==> src/rtl/tex_fill_engine.sv <==
// tex_fill_engine
// Command-driven rectangle filler for the 60x40 word texture buffer that the
// VGA display scans. It is a second writer of that buffer beside dmem, so an
// external arbiter grants its write port and CPU stores keep priority.
// Supported fills are solid and two-colour checkerboard, clipped at the
// right and bottom edges of the buffer.
//
// Ports:
//   clk, reset          clock (rising edge), asynchronous active-low reset
//   cmd_valid/ready     command handshake; accepted only while idle
//   cmd_x/y/w/h         rectangle origin (column, row) and size in words/rows
//   cmd_mode            0 = solid color0, 1 = checkerboard on parity of (x+y)
//   cmd_color0/1        fill colours
//   abort               ends the current command with err = 1
//   tex_we/addr/wdata   write request; a word completes when tex_we && tex_gnt
//   tex_gnt             arbiter grant
//   busy                command in SETUP or WRITE
//   done, err           one-cycle completion pulse, err = rejected or aborted
//   words_written       granted writes for the last or current command
module tex_fill_engine #(
  parameter int COLS = 60,
  parameter int ROWS = 40,
  parameter int AW   = 12,
  parameter int DW   = 32
) (
  input  logic          clk,
  input  logic          reset,
  input  logic          cmd_valid,
  output logic          cmd_ready,
  input  logic [6:0]    cmd_x,
  input  logic [6:0]    cmd_y,
  input  logic [6:0]    cmd_w,
  input  logic [6:0]    cmd_h,
  input  logic          cmd_mode,
  input  logic [DW-1:0] cmd_color0,
  input  logic [DW-1:0] cmd_color1,
  input  logic          abort,
  output logic          tex_we,
  output logic [AW-1:0] tex_addr,
  output logic [DW-1:0] tex_wdata,
  input  logic          tex_gnt,
  output logic          busy,
  output logic          done,
  output logic          err,
  output logic [11:0]   words_written
);

  localparam logic [1:0] ST_IDLE   = 2'd0;
  localparam logic [1:0] ST_SETUP  = 2'd1;
  localparam logic [1:0] ST_WRITE  = 2'd2;
  localparam logic [1:0] ST_FINISH = 2'd3;

  localparam logic [6:0]    COLS_C     = 7'(COLS);
  localparam logic [6:0]    ROWS_C     = 7'(ROWS);
  localparam logic [AW-1:0] ROW_STRIDE = AW'(COLS);

  logic [1:0]    state_q, state_d;
  logic [6:0]    x_q, x_d, y_q, y_d, w_q, w_d, h_q, h_d;
  logic          mode_q, mode_d;
  logic [DW-1:0] color0_q, color0_d, color1_q, color1_d;
  logic [6:0]    eff_w_q, eff_w_d, eff_h_q, eff_h_d;
  logic [6:0]    col_q, col_d, row_q, row_d;
  logic [AW-1:0] row_base_q, row_base_d, addr_q, addr_d;
  logic [DW-1:0] wdata_q, wdata_d;
  logic          err_q, err_d;
  logic [11:0]   words_q, words_d;

  // Setup-time values derived from the latched command.
  logic          reject;
  logic [6:0]    rem_w, rem_h;
  logic [AW-1:0] base;

  // Position bookkeeping for the word after the one currently offered.
  logic          row_end, last_word, next_parity;
  logic [6:0]    next_col, next_row;
  logic [AW-1:0] next_addr;

  assign reject = (x_q >= COLS_C) || (y_q >= ROWS_C) || (w_q == 7'd0) || (h_q == 7'd0);
  assign rem_w  = COLS_C - x_q;
  assign rem_h  = ROWS_C - y_q;
  assign base   = AW'(y_q) * ROW_STRIDE + AW'(x_q);

  // Addresses advance incrementally: +1 within a row, row start +COLS at wrap.
  assign row_end     = (col_q == eff_w_q - 7'd1);
  assign last_word   = row_end && (row_q == eff_h_q - 7'd1);
  assign next_col    = row_end ? 7'd0 : col_q + 7'd1;
  assign next_row    = row_end ? row_q + 7'd1 : row_q;
  assign next_addr   = row_end ? row_base_q + ROW_STRIDE : addr_q + AW'(1);
  // Parity of absolute (x+y) only needs the low bits of origin and offsets.
  assign next_parity = x_q[0] ^ y_q[0] ^ next_col[0] ^ next_row[0];

  always_comb begin
    state_d    = state_q;
    x_d        = x_q;
    y_d        = y_q;
    w_d        = w_q;
    h_d        = h_q;
    mode_d     = mode_q;
    color0_d   = color0_q;
    color1_d   = color1_q;
    eff_w_d    = eff_w_q;
    eff_h_d    = eff_h_q;
    col_d      = col_q;
    row_d      = row_q;
    row_base_d = row_base_q;
    addr_d     = addr_q;
    wdata_d    = wdata_q;
    err_d      = err_q;
    words_d    = words_q;

    case (state_q)
      ST_IDLE: begin
        if (cmd_valid) begin
          x_d      = cmd_x;
          y_d      = cmd_y;
          w_d      = cmd_w;
          h_d      = cmd_h;
          mode_d   = cmd_mode;
          color0_d = cmd_color0;
          color1_d = cmd_color1;
          words_d  = 12'd0;
          err_d    = 1'b0;
          state_d  = ST_SETUP;
        end
      end

      ST_SETUP: begin
        eff_w_d    = (w_q < rem_w) ? w_q : rem_w;
        eff_h_d    = (h_q < rem_h) ? h_q : rem_h;
        col_d      = 7'd0;
        row_d      = 7'd0;
        row_base_d = base;
        addr_d     = base;
        wdata_d    = (mode_q && (x_q[0] ^ y_q[0])) ? color1_q : color0_q;
        if (abort || reject) begin
          err_d   = 1'b1;
          state_d = ST_FINISH;
        end else begin
          state_d = ST_WRITE;
        end
      end

      ST_WRITE: begin
        if (tex_gnt) begin
          words_d = words_q + 12'd1;
          if (last_word) begin
            err_d   = 1'b0;
            state_d = ST_FINISH;
          end else begin
            col_d   = next_col;
            row_d   = next_row;
            addr_d  = next_addr;
            wdata_d = (mode_q && next_parity) ? color1_q : color0_q;
            if (row_end) begin
              row_base_d = next_addr;
            end
          end
        end
        // Abort wins over a coinciding grant; the granted word still counts.
        if (abort) begin
          err_d   = 1'b1;
          state_d = ST_FINISH;
        end
      end

      default: begin
        state_d = ST_IDLE;
      end
    endcase
  end

  always_ff @(posedge clk or negedge reset) begin
    if (!reset) begin
      state_q    <= ST_IDLE;
      x_q        <= '0;
      y_q        <= '0;
      w_q        <= '0;
      h_q        <= '0;
      mode_q     <= 1'b0;
      color0_q   <= '0;
      color1_q   <= '0;
      eff_w_q    <= '0;
      eff_h_q    <= '0;
      col_q      <= '0;
      row_q      <= '0;
      row_base_q <= '0;
      addr_q     <= '0;
      wdata_q    <= '0;
      err_q      <= 1'b0;
      words_q    <= '0;
    end else begin
      state_q    <= state_d;
      x_q        <= x_d;
      y_q        <= y_d;
      w_q        <= w_d;
      h_q        <= h_d;
      mode_q     <= mode_d;
      color0_q   <= color0_d;
      color1_q   <= color1_d;
      eff_w_q    <= eff_w_d;
      eff_h_q    <= eff_h_d;
      col_q      <= col_d;
      row_q      <= row_d;
      row_base_q <= row_base_d;
      addr_q     <= addr_d;
      wdata_q    <= wdata_d;
      err_q      <= err_d;
      words_q    <= words_d;
    end
  end

  assign cmd_ready     = (state_q == ST_IDLE);
  assign tex_we        = (state_q == ST_WRITE);
  assign busy          = (state_q == ST_SETUP) || (state_q == ST_WRITE);
  assign done          = (state_q == ST_FINISH);
  assign err           = done && err_q;
  assign tex_addr      = addr_q;
  assign tex_wdata     = wdata_q;
  assign words_written = words_q;

endmodule

==> config.mk <==
export PLATFORM = sky130hd
export DESIGN_NAME = tex_fill_engine
export DESIGN_NICKNAME = d
export VERILOG_FILES = /design/src/rtl/tex_fill_engine.sv
export SDC_FILE = /design/constraint.sdc
export NUM_CORES = 1
export LEC_CHECK = 0
export BUFFER_PORTS_ARGS = -buffer_cell sky130_fd_sc_hd__buf_2
export CAP_MARGIN = 40
export CORE_MARGIN = 3
export CORE_UTILIZATION = 53
export CTS_CLUSTER_SIZE = 40
export DETAILED_ROUTE_END_ITERATION = 7
export GPL_TIMING_DRIVEN = 0
export PLACE_DENSITY = 0.78
export RECOVER_POWER = 25
export REMOVE_ABC_BUFFERS = 1
export SETUP_SLACK_MARGIN = 0.4
export SYNTH_ARGS = -nofsm -noshare
export SYNTH_HDL_FRONTEND = slang
export SYNTH_SLANG_ARGS = --single-unit
==> constraint.sdc <==
create_clock -name clk -period 3.6 [get_ports clk]
set_clock_uncertainty 0.05 [all_clocks]
set_input_delay 0.36 -clock clk [delete_from_list [all_inputs] [get_ports clk]]
set_output_delay 0.36 -clock clk [all_outputs]
set_load 0.05 [all_outputs]
==> impl_results.md <==
* Number of antenna violations at the first check in global routing at 0
* Vertical extent of the die at around 150 um
* Cell area after layout at between 10000 and 15000 um^2
* Mapped Area at between 10000 and 15000 um^2
* DP Area at roughly 12000 um^2
* Most frequent cell after synthesis: dfrtp_1
* Most numerous cell types in the synthesized netlist: 192 x dfrtp_1, 106 x mux2_2, 78 x nor2_1, 54 x nand2_1
* Clock period minus worst slack at ~3.6 ns
* Dominant delay contributor by cell family on the critical path: adder cells
* Proportion of synthesized area in mux cells at 12.0%
* Commonest register cell after synthesis: dfrtp_1
* Startpoint of the most critical setup path: y_q[2]$_DFFE_PN0P_
* Area share of the largest cell type after synthesis at around 43%
* Cell-by-cell trace of the critical path: fa_2 -> fa_1 -> inv_2 -> fa_2 -> xnor2_1 -> ha_1 -> nand2_2 -> o21ai_4 -> nand3_4 -> o211ai_1 -> nand3_2 -> a21oi_2
* Antenna diode instance count at 0
* Worst slew pin tran at around 2.2 ns
* Vias post-DR at ~9000
* Max incr delay on CP at just under 0.6 ns
* Final hold violation count at 0
* Share of final-layout standard cells stronger than drive strength 1 at a little under a third
* Combinational family with the most area after synthesis: compound AO/OA/AOI/OAI gates
* Buffers added on ports at roughly 160
* Number of max-slew violations in the final report at 85
* Area of the die at approximately 23000 um^2
* Post-synthesis simple-gate area fraction at roughly 13%
* Starting Density at 54.4%
* Fraction of synthesized cell area in xor and xnor cells at roughly 5.1%
* Number of standard-cell rows in the floorplan at 52
* Biggest area contributors in the synthesized netlist: dfrtp_1 43%, mux2_2 11%, ha_1 5.5%
* Yosys top cell by area: dfrtp_1
* Synthesized flop and latch total at 192
* Violations in the final reports: max-capacitance violations, max-slew violations
* Post-synthesis cell type count at roughly 70
* Half-perimeter wire length after detailed placement at between 15000 and 20000 um
* Layout Utilization at between 60% and 70%
* Worst setup path endpoint: row_base_q[11]$_DFFE_PN0P_
* Layout Nets at 1359
* Adder and majority cell fraction of the synthesized area at 7.71%
* Min-Delay Path Depth at 2
* Slack of the worst reg-to-reg path at around 0.028 ns
* Length in cells of the worst reg-to-reg path at 12
* Hold Crit Class: in2reg
* Total clock buffers created by CTS at 17
* CTS Root Buffer Type: clkbuf_16
* Largest net degree at the start of global routing at 109
* Setup tns final at 0 ns
* Reg2reg start: y_q[2]$_DFFE_PN0P_
* Sequential area share after synthesis at 43.4%
* Final hold slack at between 0.09 and 0.1 ns
* Vias per Instance at 6.06
* Weighted congestion reported at the end of routability-driven placement at roughly 0.87
* Share of the synthesized area in compound gates (AO/OA/AOI/OAI) at 14.8%
* DR iter-0 viols at 578
* Post-Synthesis Cells at around 1000
* Tcrit/Tclk final at approximately 99%
* Number of remaining DRC errors at 0
* Slowest cell on the critical path: fa_1
* Remaining antenna violation count at 0
* Crit Path Class: reg2reg
* Overall overflow remaining after global route at 0
* Number of flops mapped to enable cells by yosys at 0
* Critical R2R Capture: row_base_q[11]$_DFFE_PN0P_
* Aggregate routed wire length at between 20000 and 30000 um
* Cell depth of the worst setup path at 12
* Number of sinks handled by clock tree synthesis at roughly 190
* Avg Inst Size Synth at 10.6 um^2
* Async set-or-reset flop fraction in the synthesized netlist at between 90% and 100%
* Max cap viols at 1
* Vias in the first global route at 8829
* Clock latency reported for the late side of the worst-skew pair at ~0.44 ns
* First-pass GRT wire length at about 44000 um
* Maximum clock frequency at between 0.2 and 0.3 GHz
* CP endpoint kind: flop
* Most used cell, CP: fa_2
* Startpoint class of the critical path: flop
* Synthesis Warnings at 0
* Level count of the clock H-tree at 4
* Maximum root-to-sink buffer count at 2
* CTS tree: yes
* Die boundary width at between 150 and 200 um
* GR Util All Layers at 24.5%
* Layout Area Growth over Synthesis at 20.0%
* CP arrival at 3.89 ns
* Rel. slew slack at -47.1%
* Average wire per standard cell at a little under 20 um
* Worst-path fanout max at 4
* Clock edge transition at the registers on the reported setup and hold paths at 0.08 ns
* Crit path required time at around 3.9 ns
* I/O pin count at approximately 160
* Number of iterations in the first detailed-routing pass at 5
* Run status: finished with violations
* Core region area at roughly 20000 um^2
* Number of buffers and inverters on the critical path at 1
* Number of setup violations in the final report at 0
* RSZ-0062 raised after global routing: yes
stage by stage:
step                setup slack, ns  instances
floorplan                    -0.347        984
global route                -0.0818       1482
global placement              -1.40       1412
finish                       0.0277       1482
CTS                          0.0834       1473
detailed placement           -0.381       1425
cells by family (layout without fill, tap and decap cells):
logic type | after synthesis | in the layout
DFF | 192 | 192
xor gates and xnor gates | 64 | 64
AOI/OAI and AO/OA | 227 | 229
buffers and inverters | 106 | 276
muxes | 118 | 118
and+or+nand+nor | 272 | 272
adders and majority gates | 61 | 61
placed cells by master, fill, tap and decap left out, types with 17 or more instances in the layout:
cell type / count
a31oi_1: 38
dfrtp_1: 186
nand3_1: 19
clkbuf_1: 25
nand4_1: 43
a21oi_1: 21
mux2_2: 105
o31ai_1: 34
nand2_1: 52
clkbuf_16: 17
xor2_1: 29
o21ai_0: 20
ha_1: 44
inv_1: 42
nor2_1: 77
xnor2_1: 32
buf_2: 133
buf_4: 21
state kept, by name, summed over array words and instances, names as in the netlist, 7 cells and up:
| name | flops |
|---|---|
| h_q | 7 |
| eff_h_q | 7 |
| y_q | 7 |
| color1_q | 32 |
| eff_w_q | 7 |
| row_base_q | 12 |
| tex_wdata | 32 |
| color0_q | 32 |
| tex_addr | 12 |
| row_q | 7 |
| col_q | 7 |
| w_q | 7 |
| words_written | 12 |
| x_q | 7 |
final cells by class:
| type | instances | area, um^2 |
|---|---|---|
| Tap cell | 270 | 338 |
| Fill cell | 1570 | 7070 |
| Clock inverter | 12 | 146 |
| Sequential cell | 192 | 4810 |
| Multi-Input combinational cell | 744 | 6070 |
| Clock buffer | 19 | 453 |
| Timing Repair Buffer | 195 | 1270 |
| Inverter | 50 | 200 |
worst min-delay path by stage:
stage,endpoint,from,slack [ns]
2_1_floorplan,col_q[0]$_DFFE_PN0P_,reset,0.01
3_5_place_dp,tex_wdata[9]$_DFFE_PN0P_,reset,0.36
4_1_cts,color1_q[24]$_DFFE_PN0P_,cmd_color1[24],0.09
3_3_place_gp,row_base_q[0]$_DFFE_PN0P_,row_base_q[0]$_DFFE_PN0P_,0.42
6_report,color0_q[6]$_DFFE_PN0P_,cmd_color0[6],0.09
5_1_grt,color0_q[6]$_DFFE_PN0P_,cmd_color0[6],0.08
per-layer routing:
| layer | global-route usage (%) | wire length [um] | share of wire (%) |
|---|---|---|---|
| met5 | 0 | 0 | 0 |
| met4 | 11.1 | 1040 | 3.6 |
| met3 | 3.82 | 1500 | 5.2 |
| met2 | 40.8 | 14400 | 50 |
| met1 | 31.6 | 11700 | 41 |
what timing repair did:
action / in CTS / in global routing
gates cloned: 1 / 1
endpoints found under the setup margin: 71 / 65
hold buffers: 1 / 0
pin swaps: 10 / 23
setup buffers: 15 / 8
endpoints found under the hold margin: 84 / 0
resized for setup: 38 / 29
Power is left out: the tool's default activity adds up to more than one toggle a clock period on the data nets, which glitch-free logic cannot reach.
